===== src/rtl/led_sched_pkg.sv =====
// -----------------------------------------------------------------------------
// led_sched_pkg
// Shared types and helpers for the LED slot scheduler.
//   state_e      : scheduler FSM states (GAP is only reachable when the
//                  LED_SCHED_GAP_EN macro is defined)
//   NUM_REQ      : number of requesters sharing the LED bank
//   DATA_W       : width of one requester's data field
//   LED_W        : width of the LED bank
//   data_of()    : extract requester sel's 2-bit field from the packed data bus
//   led_pattern(): place a 2-bit field at LED pair sel, all other LEDs off
// -----------------------------------------------------------------------------
package led_sched_pkg;

  localparam int NUM_REQ = 4;
  localparam int DATA_W  = 2;
  localparam int LED_W   = 8;

  typedef enum logic [1:0] {
    IDLE = 2'd0,
    HOLD = 2'd1,
    GAP  = 2'd2
  } state_e;

  function automatic logic [DATA_W-1:0] data_of(input logic [1:0]       sel,
                                                input logic [LED_W-1:0] data);
    logic [DATA_W-1:0] d;
    case (sel)
      2'd0:    d = data[1:0];
      2'd1:    d = data[3:2];
      2'd2:    d = data[5:4];
      2'd3:    d = data[7:6];
      default: d = 2'b00;
    endcase
    return d;
  endfunction

  function automatic logic [LED_W-1:0] led_pattern(input logic [1:0]        sel,
                                                   input logic [DATA_W-1:0] d);
    logic [LED_W-1:0] p;
    case (sel)
      2'd0:    p = {6'b000000, d};
      2'd1:    p = {4'b0000, d, 2'b00};
      2'd2:    p = {2'b00, d, 4'b0000};
      2'd3:    p = {d, 6'b000000};
      default: p = 8'h00;
    endcase
    return p;
  endfunction

endpackage


===== src/rtl/rr_arb4.sv =====
// -----------------------------------------------------------------------------
// rr_arb4
// Combinational 4-way round-robin pick. Searches ptr, ptr+1, ... (mod 4) and
// returns the first requester found.
//   req_i   [3:0] : request vector
//   ptr_i   [1:0] : highest-priority requester index
//   valid_o       : at least one request is set
//   idx_o   [1:0] : winning requester index (ptr_i when valid_o is low)
// -----------------------------------------------------------------------------
module rr_arb4
  import led_sched_pkg::*;
(
  input  logic [3:0] req_i,
  input  logic [1:0] ptr_i,
  output logic       valid_o,
  output logic [1:0] idx_o
);

  logic [1:0] cand_s;

  // Priority search; walking offsets from 3 down to 0 lets the nearest
  // requester to ptr overwrite any farther one.
  always_comb begin
    valid_o = 1'b0;
    idx_o   = ptr_i;
    cand_s  = ptr_i;
    for (int k = NUM_REQ - 1; k >= 0; k--) begin
      cand_s = ptr_i + k[1:0];
      if (req_i[cand_s]) begin
        valid_o = 1'b1;
        idx_o   = cand_s;
      end else begin
        valid_o = valid_o;
      end
    end
  end

endmodule


===== src/rtl/led_slot_sched.sv =====
// -----------------------------------------------------------------------------
// led_slot_sched
// Round-robin time-sharing of the 8-LED bank between four requesters. The
// owner's 2-bit data is shown on LED pair sel; all other LEDs are off. A grant
// lasts at most DWELL cycles and ends early when the owner drops its request.
//
// Parameters
//   DWELL     : maximum grant length in cycles (1..255)
// Ports
//   clk_i        : system clock, rising edge
//   rst_i        : synchronous active-high reset
//   req_i   [3:0]: level-sensitive requests
//   data_i  [7:0]: data_i[2i+1:2i] is requester i's pattern
//   grant_o [3:0]: one-hot owner, zero when no owner
//   sel_o   [1:0]: owner index; holds its last value while idle (qualify with busy_o)
//   busy_o       : a grant is active
//   led_o   [7:0]: owner data on pair sel_o, other bits 0
// Configuration
//   LED_SCHED_GAP_EN : when defined, every slot end passes through a one-cycle
//                      blank GAP state before the next grant.
// -----------------------------------------------------------------------------
module led_slot_sched
  import led_sched_pkg::*;
#(
  parameter int unsigned DWELL = 4
) (
  input  logic       clk_i,
  input  logic       rst_i,
  input  logic [3:0] req_i,
  input  logic [7:0] data_i,
  output logic [3:0] grant_o,
  output logic [1:0] sel_o,
  output logic       busy_o,
  output logic [7:0] led_o
);

  localparam logic [7:0] CNT_LOAD = 8'(DWELL - 1);

  state_e     state_q, state_d;
  logic [1:0] ptr_q,   ptr_d;
  logic [7:0] cnt_q,   cnt_d;
  logic [3:0] grant_q, grant_d;
  logic [1:0] sel_q,   sel_d;
  logic       busy_q,  busy_d;
  logic [7:0] led_q,   led_d;

  logic       arb_valid_s;
  logic [1:0] arb_idx_s;
  logic       slot_end_s;
  logic       load_s;
  logic       clear_s;

  rr_arb4 u_arb (
    .req_i   (req_i),
    .ptr_i   (ptr_q),
    .valid_o (arb_valid_s),
    .idx_o   (arb_idx_s)
  );

  // Next-state and output-register logic for the slot FSM.
  always_comb begin
    state_d = state_q;
    ptr_d   = ptr_q;
    cnt_d   = cnt_q;
    grant_d = grant_q;
    sel_d   = sel_q;
    busy_d  = busy_q;
    led_d   = led_q;
    load_s  = 1'b0;
    clear_s = 1'b0;

    // A slot ends on its last dwell cycle or as soon as the owner releases.
    slot_end_s = (cnt_q == 8'd0) || !req_i[sel_q];

    case (state_q)
      IDLE: begin
        if (arb_valid_s) begin
          load_s = 1'b1;
        end else begin
          state_d = IDLE;
        end
      end
      HOLD: begin
        if (slot_end_s) begin
`ifdef LED_SCHED_GAP_EN
          state_d = GAP;
          clear_s = 1'b1;
`else
          // Back-to-back handover; ptr already points past the old owner.
          if (arb_valid_s) begin
            load_s = 1'b1;
          end else begin
            state_d = IDLE;
            clear_s = 1'b1;
          end
`endif
        end else begin
          cnt_d = cnt_q - 8'd1;
          led_d = led_pattern(sel_q, data_of(sel_q, data_i));
        end
      end
`ifdef LED_SCHED_GAP_EN
      GAP: begin
        if (arb_valid_s) begin
          load_s = 1'b1;
        end else begin
          state_d = IDLE;
        end
      end
`endif
      default: begin
        state_d = IDLE;
        clear_s = 1'b1;
      end
    endcase

    if (load_s) begin
      state_d = HOLD;
      grant_d = 4'b0001 << arb_idx_s;
      sel_d   = arb_idx_s;
      busy_d  = 1'b1;
      cnt_d   = CNT_LOAD;
      ptr_d   = arb_idx_s + 2'd1;
      led_d   = led_pattern(arb_idx_s, data_of(arb_idx_s, data_i));
    end else if (clear_s) begin
      grant_d = 4'b0000;
      busy_d  = 1'b0;
      cnt_d   = 8'd0;
      led_d   = 8'h00;
    end else begin
      // Defaults above already describe the hold case.
      busy_d = busy_d;
    end
  end

  // State and output registers with synchronous reset.
  always_ff @(posedge clk_i) begin
    if (rst_i) begin
      state_q <= IDLE;
      ptr_q   <= 2'd0;
      cnt_q   <= 8'd0;
      grant_q <= 4'b0000;
      sel_q   <= 2'd0;
      busy_q  <= 1'b0;
      led_q   <= 8'h00;
    end else begin
      state_q <= state_d;
      ptr_q   <= ptr_d;
      cnt_q   <= cnt_d;
      grant_q <= grant_d;
      sel_q   <= sel_d;
      busy_q  <= busy_d;
      led_q   <= led_d;
    end
  end

  assign grant_o = grant_q;
  assign sel_o   = sel_q;
  assign busy_o  = busy_q;
  assign led_o   = led_q;

endmodule


===== config.mk =====
export PLATFORM = sky130hd
export DESIGN_NAME = led_slot_sched
export DESIGN_NICKNAME = d
export VERILOG_FILES = /design/src/rtl/led_sched_pkg.sv /design/src/rtl/rr_arb4.sv /design/src/rtl/led_slot_sched.sv
export SDC_FILE = /design/constraint.sdc
export NUM_CORES = 1
export LEC_CHECK = 0
export CORE_UTILIZATION = 50
export CTS_CLUSTER_SIZE = 16
export DETAILED_ROUTE_END_ITERATION = 10
export GPL_TIMING_DRIVEN = 0
export PLACE_DENSITY_LB_ADDON = 0.25
export SLEW_MARGIN = 20
export SYNTH_ARGS = -nofsm -noshare
export SYNTH_HDL_FRONTEND = slang
export SYNTH_HIERARCHICAL = 1
export SYNTH_SLANG_ARGS = --single-unit

===== constraint.sdc =====
create_clock -name clk_i -period 3.71 [get_ports clk_i]
set_clock_uncertainty 0.2 [all_clocks]
set_input_delay 0.9275 -clock clk_i [delete_from_list [all_inputs] [get_ports clk_i]]
set_output_delay 0.9275 -clock clk_i [all_outputs]
set_load 0.01 [all_outputs]

==> run_results.csv, run 1 <==
group,metric,value,unit
drt,drc,0,
floorplanning,coreArea,2590,um^2
min_path,hp-class,"register to register",
synthesis,avgSynthCellArea,8.37,um^2
floorplanning,row_count,18,
clock_network,clkLatencyLatePin,0.32,ns
synthesis,syn_area,1420,um^2
global_routing,antenna_found_initial,0,
timing,tightestPinTransition,0.747,ns
global_routing,grt_util_met2,0.451,
floorplanning,start_util,0.549,
critical_path,worst-path-buf-inv,2,
drt,drt_iter0_markers,114,
global_routing,grt_first_pass_wirelength,5950,um
critical_path,crit_path_cell_trace,"clkdlybuf4s50_1 -> and3b_1 -> or4_1 -> nand2_1 -> inv_1 -> ha_1 -> nor2b_1 -> nand2_1 -> or3_1 -> a311oi_1",
critical_path,crit_slowest_cell,"clkdlybuf4s50_1",
cells_and_area,final_layout_size_suffix_gt1_frac,0.0796,
clock_network,cts_buffer_depth,2,
cells_and_area,diodes,0,
critical_path,worstSetupEndpointType,"register",
global_routing,grt_use_met1,0.278,
global_routing,gr-usage-all-layers,0.239,
synthesis,syn_inst,170,
synthesis,synth-seq-cells,26,
global_routing,grt.overflow.total,0,
drt,drt_wl_total,3520,um
clock_network,clock_sinks,26,
drt,drt.antenna.violating_nets,0,
timing,max_freq,0.292,GHz
placement,dp_slack,-0.0460,ns
flow_run,cap_violations,0,
clock_network,root_buffer,"clkbuf_4",
power,power_leakage,0.000675,uW
synthesis,netlist-cell-type-count,44,
critical_path,cpMostUsedCell,"nand2_1",
clock_network,numCtsBuffers,3,
drt,first_pass_iters,4,
timing,tns,0,ns
global_routing,grtUsageMet3,0.0515,
timing,setup_viol,0,
critical_path,cp.depth,10,
floorplanning,fp.dieW,55.3,um
placement,dp_hpwl,2700,um
cells_and_area,final_cell_mix,"28 x clkdlybuf4s50_1, 26 x dfxtp_1, 16 x o21ai_0, 16 x a21oi_1, 14 x nor2_1",
timing,relSlewSlack,0.496,
critical_path,reg2reg_depth,9,
timing,post-route-min-period,3.42,ns
cells_and_area,final_area,1760,um^2
drt,wl_per_cell,15.2,um
critical_path,crit_family,"simple AND/OR/NAND/NOR gates",
floorplanning,die_h,55.3,um
placement,io_buffers,28,
synthesis,yosysWarnings,6,
floorplanning,fp.dieArea,3060,um^2
floorplanning,pin_count,29,
clock_network,cts_setup_buffers,0,
global_routing,busiest_layer,"met2",
cells_and_area,nets,223,
clock_network,postCtsHoldBufs,0,
timing,drv_slew,0,
critical_path,cp.required,3.75,ns
critical_path,max_stage_delay,0.59,ns
timing,holdWs,0.290,ns
synthesis,ys_seq_area_frac,0.366,
cells_and_area,area_growth,23.9,%
critical_path,start_kind,"input port",
placement,placed_cell_area,1740,um^2
cells_and_area,fillers,221,
synthesis,postSynth.asyncResetShare,0,
synthesis,synth_edf_count,0,
cells_and_area,fin_util,0.681,
critical_path,worstSetupPathType,"input port to register",
cells_and_area,layout_commonest_cell,"clkdlybuf4s50_1",
drt,vias_per_cell,6.03,
critical_path,arrival,3.47,ns
clock_network,cts_tree,"yes",
power,power.density,392,nW/um^2
timing,grt_setup_unrepaired,"no",
status,status,"completed",
clock_network,htreeDepth,1,
min_path,hold-path-cell-count,2,
timing,hold_violations,0,
synthesis,synthFlopType,"dfxtp_1",
global_routing,grt_max_degree,14,
timing,finalCritPeriodShare,0.923,
timing,finalWorstSetupSlack,0.286,ns
clock_network,clkTransAtPathRegs,0.14,ns
placement,place.gp.congestion,0.897,
synthesis,syn_nets,190,
global_routing,grt_pass1_vias,1345,
drt,vias,1393,
critical_path,crit_fanout,7,
power,ir_drop,334,uV
clock_network,cts_resized,0,
power breakdown:
part	switching, uW	internal (uW)
registers	24.6	306
logic	125	115
clock network	83.1	38.1
sequential cells by signal, indices dropped and copies added, names as in the netlist:
| signal | cells |
|---|---|
| busy_o | 1 |
| sel_o | 2 |
| state_q | 1 |
| grant_o | 4 |
| ptr_q | 2 |
| led_o | 8 |
| cnt_q | 8 |
worst register-to-register path, cell delays in order (launching register included):
cell and delay [ns]:
dfxtp_1 0.39, and2b_2 0.23, or4_1 0.50, nand2_1 0.14
inv_1 0.08, ha_1 0.22, nor2b_1 0.19, nand2_1 0.08
or3_1 0.31, a311oi_1 0.25
cells in the mapped netlist, types with 2 or more instances:
| cell type | instances | area, um^2 |
|---|---|---|
| dfxtp_1 | 26 | 521 |
| a21oi_1 | 16 | 80.1 |
| o21ai_0 | 16 | 80.1 |
| nor2_1 | 14 | 52.6 |
| nand3_1 | 10 | 50.1 |
| inv_1 | 9 | 33.8 |
| nand2_1 | 9 | 33.8 |
| ha_1 | 6 | 75.1 |
| clkbuf_1 | 5 | 18.8 |
| a211oi_1 | 4 | 30.0 |
| o22ai_1 | 4 | 25.0 |
| xor2_1 | 4 | 35.0 |
| and2_1 | 3 | 18.8 |
| nor3_1 | 3 | 15.0 |
| o2111ai_1 | 3 | 26.3 |
| or2_2 | 3 | 18.8 |
| or3_1 | 3 | 18.8 |
| a222oi_1 | 2 | 20.0 |
| a311oi_1 | 2 | 17.5 |
| a32o_1 | 2 | 20.0 |
| and2b_2 | 2 | 17.5 |
| or4_1 | 2 | 15.0 |
cells by family (layout without fill, tap and decap cells):
group / count (synthesis) / in the layout / share of synthesized area
mux: 2 / 2 / 0.0229
xor+xnor: 4 / 4 / 0.0246
buf+inv: 17 / 48 / 0.0466
fa+ha+maj: 6 / 6 / 0.0528
compound gates: 57 / 57 / 0.270
flops: 26 / 26 / 0.366
simple gates: 58 / 58 / 0.217
through the flow:
step / power [uW] / cells
2_1_floorplan: 482 / 170
3_3_place_gp: 565 / 228
3_5_place_dp: 573 / 228
4_1_cts: 691 / 231
5_1_grt: 725 / 231
6_report: 691 / 231
worst paths after layout:
kind | startpoint | to | slack, ns
min | grant_o[2] | grant_o[2] | 0.29
max | req_i[3] | led_o[4] | 0.29
max reg2reg | ptr_q[0] | led_o[4] | 1.03
min reg2reg | grant_o[2] | grant_o[2] | 0.29
metal layers:
| layer | share of wire | up-vias |
|---|---|---|
| li1 | - | 696 |
| met1 | 0.43 | 650 |
| met2 | 0.51 | 45 |
| met3 | 0.051 | 2 |
| met4 | 0.0037 | 0 |
| met5 | 0 | - |
layout make-up:
type / instances / area (um^2) / share of cell area
plain buffers: 8 / 32.5 / 0.0185
clock buffers: 3 / 22.5 / 0.0128
inverters: 9 / 33.8 / 0.0192
multi-input cells: 127 / 836 / 0.474
flip-flops and latches: 26 / 520 / 0.295
well taps: 30 / 37.5 / 0.0213
repair buffers: 28 / 280 / 0.159
Note: power is estimated with default switching activity, not from simulation.
==> run 2: changes to the inputs <==
--- a/config.mk
+++ b/config.mk
@@ -9,9 +9,10 @@
 export CTS_CLUSTER_SIZE = 16
 export DETAILED_ROUTE_END_ITERATION = 10
 export GPL_TIMING_DRIVEN = 0
-export PLACE_DENSITY_LB_ADDON = 0.25
+export PLACE_DENSITY = 0.78
 export SLEW_MARGIN = 20
 export SYNTH_ARGS = -nofsm -noshare
 export SYNTH_HDL_FRONTEND = slang
 export SYNTH_HIERARCHICAL = 1
 export SYNTH_SLANG_ARGS = --single-unit
+export TNS_END_PERCENT = 5
==> run 2 against run 1 <==
Effect of this change: global-route usage fell by 1.5 points; final cell count rose by 0.43%; critical endpoint is now led_o[5]; largest cell class unchanged; power rose by 3.8%; critical path depth did not move; sequential power barely moved; hold slack got worse by 0.0050 ns; largest power group unchanged; die area did not move; non-clock buffer count did not move; sequential cell count did not move; combinational power barely moved; setup slack got worse by 0.031 ns; wire length fell by 2.8%.
==> run_results.csv, run 2 (synthesis results as in run 1) <==
group,metric,value,unit
cells_and_area,final-instance-count-excl-fill,232,
status,status,"completed",
cells_and_area,final_layout_size_suffix_gt1_frac,0.0842,
floorplanning,fp.dieW,55.3,um
critical_path,worstSetupPathType,"input port to register",
global_routing,antenna_found_initial,0,
power,ir_drop,363,uV
flow_run,cap_violations,0,
floorplanning,row_count,18,
clock_network,htreeDepth,1,
drt,wl_per_cell,14.7,um
drt,drc,0,
cells_and_area,final_cell_mix,"28 x clkdlybuf4s50_1, 26 x dfxtp_1, 16 x o21ai_0, 16 x a21oi_1, 14 x nor2_1",
clock_network,cts_resized,0,
clock_network,clock_sinks,26,
floorplanning,fp.dieArea,3060,um^2
timing,holdWs,0.285,ns
timing,finalCritPeriodShare,0.931,
clock_network,cts_buffer_depth,2,
critical_path,max_stage_delay,0.56,ns
drt,met2_wirelength,1590,um
timing,drv_slew,0,
timing,hold_violations,0,
drt,top_layer,"met4",
floorplanning,die_h,55.3,um
cells_and_area,diodes,0,
min_path,hp-class,"register to register",
drt,vias,1419,
critical_path,crit_fanout,7,
critical_path,worstSetupEndpointType,"register",
drt,vias_per_cell,6.12,
clock_network,numCtsBuffers,3,
critical_path,cpMostUsedCell,"nand2_1",
placement,place.gp.congestion,0.877,
cells_and_area,nets,223,
global_routing,grt_max_degree,15,
placement,dp_hpwl,2570,um
drt,first_pass_iters,4,
critical_path,crit_path_cell_trace,"clkdlybuf4s50_1 -> and3b_1 -> or4_1 -> nand2_1 -> inv_1 -> ha_1 -> nor2b_1 -> nand2_1 -> or3_1 -> a311oi_1",
floorplanning,coreArea,2590,um^2
drt,drt-met1-wl,1620,um
timing,post-route-min-period,3.45,ns
cells_and_area,fillers,225,
cells_and_area,layout_commonest_cell,"clkdlybuf4s50_1",
placement,dp_slack,-0.0480,ns
timing,finalWorstSetupSlack,0.256,ns
clock_network,postCtsHoldBufs,0,
global_routing,grt_pass1_vias,1302,
timing,setup_viol,0,
timing,max_freq,0.290,GHz
global_routing,grt_first_pass_wirelength,5670,um
clock_network,cts_tree,"yes",
drt,drt.antenna.violating_nets,0,
critical_path,crit_slowest_cell,"clkdlybuf4s50_1",
placement,dp.cells,228,
floorplanning,pin_count,29,
cells_and_area,multi_input_area,836,um^2
cells_and_area,area_growth,24.9,%
power,power_leakage,0.000682,uW
power,power,717,uW
cells_and_area,fin_util,0.686,
placement,io_buffers,28,
critical_path,crit_family,"simple AND/OR/NAND/NOR gates",
clock_network,clkTransAtPathRegs,0.14,ns
drt,route.met3.wl,162,um
global_routing,gr-usage-all-layers,0.224,
cells_and_area,seqCellArea,520,um^2
clock_network,root_buffer,"clkbuf_4",
critical_path,start_kind,"input port",
clock_network,clkLatencyLatePin,0.33,ns
clock_network,cts_setup_buffers,0,
power,power.density,404,nW/um^2
drt,drt_iter0_markers,43,
critical_path,cp.required,3.75,ns
floorplanning,start_util,0.549,
timing,tightestPinTransition,0.699,ns
critical_path,worst-path-buf-inv,2,
critical_path,arrival,3.50,ns
timing,relSlewSlack,0.529,
global_routing,grt.overflow.total,0,
drt,drt_wl_total,3420,um
timing,grt_setup_unrepaired,"no",
-- run 2: cell type report --
type	instances	area share
tap	30	0.0211
timing repair buffer	28	0.158
multi-input combinational	127	0.470
buffer	8	0.0183
clock buffer	4	0.0204
sequential	26	0.293
inverter	9	0.0190
-- run 2: per-stage QoR --
step	cell area, um^2	setup TNS [ns]
finish	1780	0
global route	1780	0
CTS	1780	0
detailed placement	1740	-0.0851
global placement	1740	0
floorplan	1420	0
-- run 2: power breakdown --
group	leakage, uW	switching (uW)	internal (uW)
Clock	0.0000210	86.5	60.1
Sequential	0.000213	25.4	306
Combinational	0.000449	125	115
Total	0.000682	237	480
-- run 2: final timing paths --
check,from,to,slack (ns),cells after the start
max,req_i[3],led_o[5],0.26,10
min,led_o[1],led_o[1],0.28,1
max reg2reg,ptr_q[0],led_o[5],0.96,9
min reg2reg,led_o[1],led_o[1],0.28,1
-- run 2: routing by layer --
metal | vias up | global-route usage
li1 | 696 | -
met2 | 48 | 0.367
met3 | 7 | 0.0328
met1 | 668 | 0.299
met5 | - | 0
met4 | 0 | 0.0821
==> run 3: changes to the inputs <==
--- a/config.mk
+++ b/config.mk
@@ -6,6 +6,7 @@
 export NUM_CORES = 1
 export LEC_CHECK = 0
 export CORE_UTILIZATION = 50
+export CTS_CLUSTER_DIAMETER = 100
 export CTS_CLUSTER_SIZE = 16
 export DETAILED_ROUTE_END_ITERATION = 10
 export GPL_TIMING_DRIVEN = 0
==> results of run 3 <==
The final DEF is identical to that of run 2; final timing and power are the same.
